==> config.mk <==
export PLATFORM = sky130hd
export DESIGN_NAME = inst_mem_ctrl
export DESIGN_NICKNAME = d
export VERILOG_FILES = /design/src/rtl/inst_mem_pkg.sv /design/src/rtl/inst_mem_array.sv /design/src/rtl/inst_mem_ctrl.sv
export SDC_FILE = /design/constraint.sdc
export NUM_CORES = 2
export LEC_CHECK = 0
export CAP_MARGIN = 20
export CORE_ASPECT_RATIO = 0.7
export CORE_MARGIN = 4
export CORE_UTILIZATION = 62
export DETAILED_ROUTE_END_ITERATION = 8
export GPL_TIMING_DRIVEN = 0
export PLACE_DENSITY = 0.79
export SKIP_LAST_GASP = 1
export SYNTH_ARGS = -nofsm -noshare
export SYNTH_HDL_FRONTEND = slang
export SYNTH_HIERARCHICAL = 1
export SYNTH_SLANG_ARGS = --single-unit
==> constraint.sdc <==
create_clock -name clk -period 5.5 [get_ports clk]
set_clock_uncertainty 0.2 [all_clocks]
set_input_delay 0.825 -clock clk [delete_from_list [all_inputs] [get_ports clk]]
set_output_delay 0.825 -clock clk [all_outputs]
set_load 0.02 [all_outputs]
==> src/rtl/inst_mem_pkg.sv <==
// inst_mem_pkg: shared types and constants for the loadable instruction memory.
//   fault_e  - response fault code carried on rsp_fault
//   state_e  - controller FSM state (RUN / DRAIN / LOAD)
//   NOP_INSTR - addi x0,x0,0, returned in place of an instruction on any fault
package inst_mem_pkg;

    localparam logic [31:0] NOP_INSTR = 32'h0000_0013;

    typedef enum logic [1:0] {
        FAULT_NONE     = 2'b00,
        FAULT_MISALIGN = 2'b01,
        FAULT_RANGE    = 2'b10,
        FAULT_PARITY   = 2'b11
    } fault_e;

    typedef enum logic [1:0] {
        ST_RUN,
        ST_DRAIN,
        ST_LOAD
    } state_e;

endpackage

==> src/rtl/inst_mem_array.sv <==
// inst_mem_array: storage only. One synchronous write port, one synchronous
// read port with a registered read word. Contents are not reset.
//   clk      - clock
//   we_i     - write enable
//   waddr_i  - write word index
//   wdata_i  - write word (WIDTH bits, includes parity bit when enabled)
//   re_i     - read enable; rdata_o updates after the edge
//   raddr_i  - read word index
//   rdata_o  - registered read word, held while re_i is low
module inst_mem_array #(
    parameter int unsigned WIDTH = 32,
    parameter int unsigned DEPTH = 64,
    parameter int unsigned AW    = 6
) (
    input  logic             clk,
    input  logic             we_i,
    input  logic [AW-1:0]    waddr_i,
    input  logic [WIDTH-1:0] wdata_i,
    input  logic             re_i,
    input  logic [AW-1:0]    raddr_i,
    output logic [WIDTH-1:0] rdata_o
);

    logic [WIDTH-1:0] mem_q [DEPTH];
    logic [WIDTH-1:0] rdata_q;

    always_ff @(posedge clk) begin
        if (we_i) begin
            mem_q[waddr_i] <= wdata_i;
        end
        if (re_i) begin
            rdata_q <= mem_q[raddr_i];
        end
    end

    assign rdata_o = rdata_q;

endmodule

==> src/rtl/inst_mem_ctrl.sv <==
// inst_mem_ctrl: loadable instruction memory with a handshaked fetch port
// (alignment and range checks, one-cycle latency) and a streaming load port.
// Optional feature macro: INST_MEM_PARITY_EN (stores even parity per word and
// reports fault 11 on a parity mismatch at read).
//   clk, rst              - clock, asynchronous active-high reset
//   boot_load             - level request to enter load mode
//   ld_valid/ld_ready     - load word handshake; ld_data word, ld_last final word
//   load_done             - one-cycle pulse in the first RUN cycle after a load
//   req_valid/req_ready   - fetch request handshake; req_addr byte address
//   rsp_valid/rsp_ready   - response handshake; rsp_instr word, rsp_fault code
module inst_mem_ctrl
    import inst_mem_pkg::*;
#(
    parameter int unsigned       DATA_W      = 32,
    parameter int unsigned       DEPTH       = 64,
    parameter int unsigned       ADDR_W      = 32,
    parameter logic [DATA_W-1:0] FAULT_INSTR = DATA_W'(NOP_INSTR)
) (
    input  logic              clk,
    input  logic              rst,
    input  logic              boot_load,
    input  logic              ld_valid,
    output logic              ld_ready,
    input  logic [DATA_W-1:0] ld_data,
    input  logic              ld_last,
    output logic              load_done,
    input  logic              req_valid,
    output logic              req_ready,
    input  logic [ADDR_W-1:0] req_addr,
    output logic              rsp_valid,
    input  logic              rsp_ready,
    output logic [DATA_W-1:0] rsp_instr,
    output logic [1:0]        rsp_fault
);

    localparam int unsigned AW     = (DEPTH > 1) ? $clog2(DEPTH) : 1;
    localparam int unsigned WORD_W = ADDR_W - 2;
`ifdef INST_MEM_PARITY_EN
    localparam int unsigned MEM_W  = DATA_W + 1;
`else
    localparam int unsigned MEM_W  = DATA_W;
`endif

    state_e            state_q, state_d;
    logic [AW-1:0]     cnt_q, cnt_d;
    logic              load_done_q;
    logic              rsp_valid_q;
    logic              rsp_mem_q;      // response word comes from the array
    fault_e            rsp_fault_q;

    logic              misalign, out_of_range;
    logic              fetch_acc, rd_en;
    logic              ld_acc, ld_final;
    logic              par_err;
    logic [MEM_W-1:0]  mem_wdata, mem_rdata;
    logic [DATA_W-1:0] mem_word;

    assign misalign     = |req_addr[1:0];
    assign out_of_range = req_addr[ADDR_W-1:2] >= WORD_W'(DEPTH);
    assign fetch_acc    = req_valid & req_ready;
    assign rd_en        = fetch_acc & ~misalign & ~out_of_range;
    assign ld_acc       = ld_valid & ld_ready;
    // Load stops at the top word even without ld_last, so the counter never wraps.
    assign ld_final     = ld_acc & (ld_last | (cnt_q == AW'(DEPTH - 1)));

    // FSM: state register
    always_ff @(posedge clk or posedge rst) begin
        if (rst) begin
            state_q <= ST_RUN;
        end else begin
            state_q <= state_d;
        end
    end

    // FSM: next state
    always_comb begin
        state_d = state_q;
        unique case (state_q)
            ST_RUN:   if (boot_load) state_d = ST_DRAIN;
            ST_DRAIN: begin
                if (!boot_load)        state_d = ST_RUN;
                else if (!rsp_valid_q) state_d = ST_LOAD;
            end
            ST_LOAD:  if (ld_final) state_d = ST_RUN;
            default:  state_d = ST_RUN;
        endcase
    end

    // FSM: outputs
    always_comb begin
        ld_ready  = (state_q == ST_LOAD);
        req_ready = (state_q == ST_RUN) & ~boot_load & (~rsp_valid_q | rsp_ready);
    end

    // Load word counter; held at zero outside LOAD so every entry starts at word 0.
    always_comb begin
        cnt_d = cnt_q;
        if (state_q != ST_LOAD) begin
            cnt_d = '0;
        end else if (ld_acc) begin
            cnt_d = cnt_q + AW'(1);
        end
    end

    always_ff @(posedge clk or posedge rst) begin
        if (rst) begin
            cnt_q       <= '0;
            load_done_q <= 1'b0;
        end else begin
            cnt_q       <= cnt_d;
            load_done_q <= ld_final;
        end
    end

    // Response register. Fault words never touch the array; rsp_mem_q selects
    // between the array's registered read word and FAULT_INSTR.
    always_ff @(posedge clk or posedge rst) begin
        if (rst) begin
            rsp_valid_q <= 1'b0;
            rsp_mem_q   <= 1'b0;
            rsp_fault_q <= FAULT_NONE;
        end else if (fetch_acc) begin
            rsp_valid_q <= 1'b1;
            rsp_mem_q   <= rd_en;
            rsp_fault_q <= misalign     ? FAULT_MISALIGN :
                           out_of_range ? FAULT_RANGE    : FAULT_NONE;
        end else if (rsp_ready) begin
            rsp_valid_q <= 1'b0;
        end
    end

`ifdef INST_MEM_PARITY_EN
    assign mem_wdata = {^ld_data, ld_data};
    assign mem_word  = mem_rdata[DATA_W-1:0];
    assign par_err   = rsp_mem_q & (^mem_rdata);
`else
    assign mem_wdata = ld_data;
    assign mem_word  = mem_rdata;
    assign par_err   = 1'b0;
`endif

    always_comb begin
        rsp_instr = FAULT_INSTR;
        rsp_fault = rsp_fault_q;
        if (par_err) begin
            rsp_fault = FAULT_PARITY;
        end else if (rsp_mem_q) begin
            rsp_instr = mem_word;
        end
    end

    assign rsp_valid = rsp_valid_q;
    assign load_done = load_done_q;

    inst_mem_array #(
        .WIDTH (MEM_W),
        .DEPTH (DEPTH),
        .AW    (AW)
    ) u_array (
        .clk     (clk),
        .we_i    (ld_acc),
        .waddr_i (cnt_q),
        .wdata_i (mem_wdata),
        .re_i    (rd_en),
        .raddr_i (req_addr[AW+1:2]),
        .rdata_o (mem_rdata)
    );

endmodule

==> out/metrics.yaml <==
status:
  status: "finished clean"
sta:
  slew_headroom_pct: 13.8
  drv_slew: 0
  finalSetupViolations: 0
  max_freq_ghz: 0.210
  worst_pin_slew_ns: 1.29
  grt_setup_unrepaired: "no"
  hold_viol_final: 0
  period_share_pct: 86.5
  fin_hold_ws_ns: 0.117
  finalCriticalPeriod_ns: 4.76
layout:
  final_cells: 5731
  post-route-util_pct: 72.2
  layout_common_cells: "edfxtp_1, mux4_2, clkbuf_16"
  seq_area_um2: 62800
  area_growth_pct: 15.0
  layout_commonest_cell: "edfxtp_1"
  drive_gt1_share_pct: 27.9
  nFillCells: 6759
  multiInputGateArea_um2: 16500
  nets: 3915
power:
  sw_frac_of_total_pct: 22.4
  comb_power_share_pct: 6.2
  leakage_nw: 28.6
  clockPowerShare_pct: 39.5
  p_sw_mw: 7.27
  p_per_area_nw_per_um2: 354
  p_int_mw: 25.2
  seqPwrFrac_pct: 54.3
  power_mw: 32.4
  ir_drop_uv: 271
detailed_routing:
  drc: 0
  ant_nets: 0
  drt_iter0_drc: 9273
  vias: 43600
  routed_wl_um: 253000
  drtPass1Iterations: 6
  wl_per_cell_um: 44.1
  viasPerCell: 7.61
floorplanning:
  core-area_um2: 127000
  fp-row-count: 109
  initial_core_util_pct: 62.8
  ios: 109
  dieArea_um2: 134000
  die_w_um: 437
  die_h_um: 308
clock_network:
  cts-root-buf: "clkbuf_16"
  clock_latency_ns: 0.84
  cts.reportedPaths.clkPinSlew_ns: 0.07
  cts_buffers: 180
  clkSinkCount: 2093
  post_cts_buffers: 0
  cts_max_level: 4
  cts_tree: "yes"
  postCtsHoldBufs: 0
  cts_resized: 0
  clock_path_buffers: 3
synthesis:
  synth_top_area_cell: "edfxtp_1"
  avgSynthCellArea_um2: 23.3
  synth-edff-count: 2080
  synth_xor_area_share_pct: 0.0440
  synthArstFlopShare_pct: 0.621
  syn_inst: 3425
  synthTopCellsByArea: "edfxtp_1, mux4_2, mux2i_1"
  yosysWarnings: 6
  synth-simple-area-share_pct: 1.73
  netlist_area_um2: 79700
  ys_ff_latch: 2093
  syn_nets: 3497
  yosysTopAreaCellShare_pct: 78.4
  synth.distinct_cells: 47
  synthAdderAreaFrac_pct: 0.0157
  synthMuxAreaShare_pct: 16.6
  synth_top_family_by_area: "multiplexers"
  synth-seq-area-share_pct: 78.8
  synth_flop_cell: "edfxtp_1"
  synth_compound_area_share_pct: 1.72
setup_path:
  crit_path_end_kind: "register"
  worstPathMaxFanout: 10
  cp_data_required_time_ns: 5.85
  cp.arrival_ns: 5.10
  worstSetupPathType: "input pin to register"
  start_kind: "input pin"
global_routing:
  track_usage_pct: 38.1
  grt_max_degree: 65
  grt-ovfl-total: 0
  grt_pass1_vias: 42200
  antenna_found_initial: 12
  grt_first_pass_wirelength_um: 345000
min_path:
  min_path_type: "input pin to register"
placed_design:
  place.gp.congestion: 0.968
  dp_cells: 5369
  hpwl_um: 156000
  io_buffers: 104
run:
  drv_cap: 0
## cell families (layout without fill, tap and decap cells)
group,count (synthesis),count (layout)
multiplexers,638,638
adder cells (fa/ha/maj),1,1
flip-flops,2093,2093
AND/OR/NAND/NOR,287,287
other,0,14
buffers and inverters,192,764
AO/OA/AOI/OAI,210,210
XOR/XNOR,4,4
## state kept, by name, indices dropped and copies added (netlist names)
name	cells
load_done	1
rsp_fault	2
u_array/rdata_o	32
u_array/mem_q	2048
rsp_mem_q	1
state_q	2
cnt_q	6
rsp_valid	1
## synthesized netlist by cell type, drive strengths merged, types with 2 or more instances
master	instances
o22ai	84
or3b	5
nor3	10
nor4	6
clkbuf	77
a311oi	8
nand3	7
or3	5
o21ai	2
nand2	31
dfrtp	13
mux2i	94
nand3b	5
o221ai	27
nand4	4
nor2b	15
o32ai	5
and2	32
nand2b	13
a31oi	2
or2	3
mux4	544
a41o	4
buf	109
nor2	144
inv	6
and3	5
xor2	3
a22oi	12
a21oi	65
edfxtp	2080
## path summary, 6_finish.rpt
path	from	end	slack, ns	cells after the start
min in group asynchronous	rst	rsp_mem_q	0.14	2
hold reg to reg	state_q[0]	state_q[0]	0.31	1
hold / removal	ld_valid	cnt_q[0]	0.12	3
setup reg to reg	state_q[0]	u_array/mem_q[30][21]	1.28	7
max in group asynchronous	rst	rsp_fault[1]	4.64	2
setup / recovery	req_addr[3]	u_array/rdata_o[19]	0.74	9
## per-stage QoR
stage                     setup TNS, ns  setup WS [ns]  area, um2
after floorplan                       0           1.03      79700
after global placement          -763.56          -2.14      82900
after detailed placement              0          0.323      85600
after CTS                             0           1.18      91400
after global routing                  0           1.01      91600
final                                 0          0.743      91600
## layer usage
layer | part of all wire [%] | vias up | GRT usage [%]
met4 | 5.7 | 8 | 17.3
met1 | 32 | 22400 | 52.4
met5 | 0.025 | - | 0.140
met2 | 43 | 4890 | 53.0
li1 | - | 15500 | -
met3 | 19 | 888 | 17.4
## final cells by class
| type | instances | area share [%] |
|---|---|---|
| Tap cell | 1720 | 2.35 |
| Clock buffer | 226 | 5.13 |
| Inverter | 6 | 0.0246 |
| Clock inverter | 110 | 1.20 |
| Antenna cell | 14 | 0.0382 |
| Buffer | 186 | 0.987 |
| Multi-Input combinational cell | 1140 | 18.0 |
| Sequential cell | 2093 | 68.5 |
| Timing Repair Buffer | 236 | 3.78 |
## power groups by stage
| stage | Combinational, mW | Clock, mW | Sequential [mW] |
|---|---|---|---|
| after detailed placement | 1.85 | 0 | 18.0 |
| after CTS | 1.89 | 12.8 | 17.6 |
| after global placement | 1.72 | 0 | 18.0 |
| after global routing | 2.02 | 13.6 | 17.6 |
| after floorplan | 0.856 | 0 | 18.0 |
| final | 2.02 | 12.8 | 17.6 |
## worst max-delay path, cell delays in order
cell and delay [ns]:
buf_2 0.35, buf_2 0.39, buf_2 0.49, buf_1 0.98, nand3b_1 0.61, o221ai_1 0.43
a21oi_1 0.26, a21oi_1 0.63, nor2_1 0.13
Power figures use the tool's default switching activity.
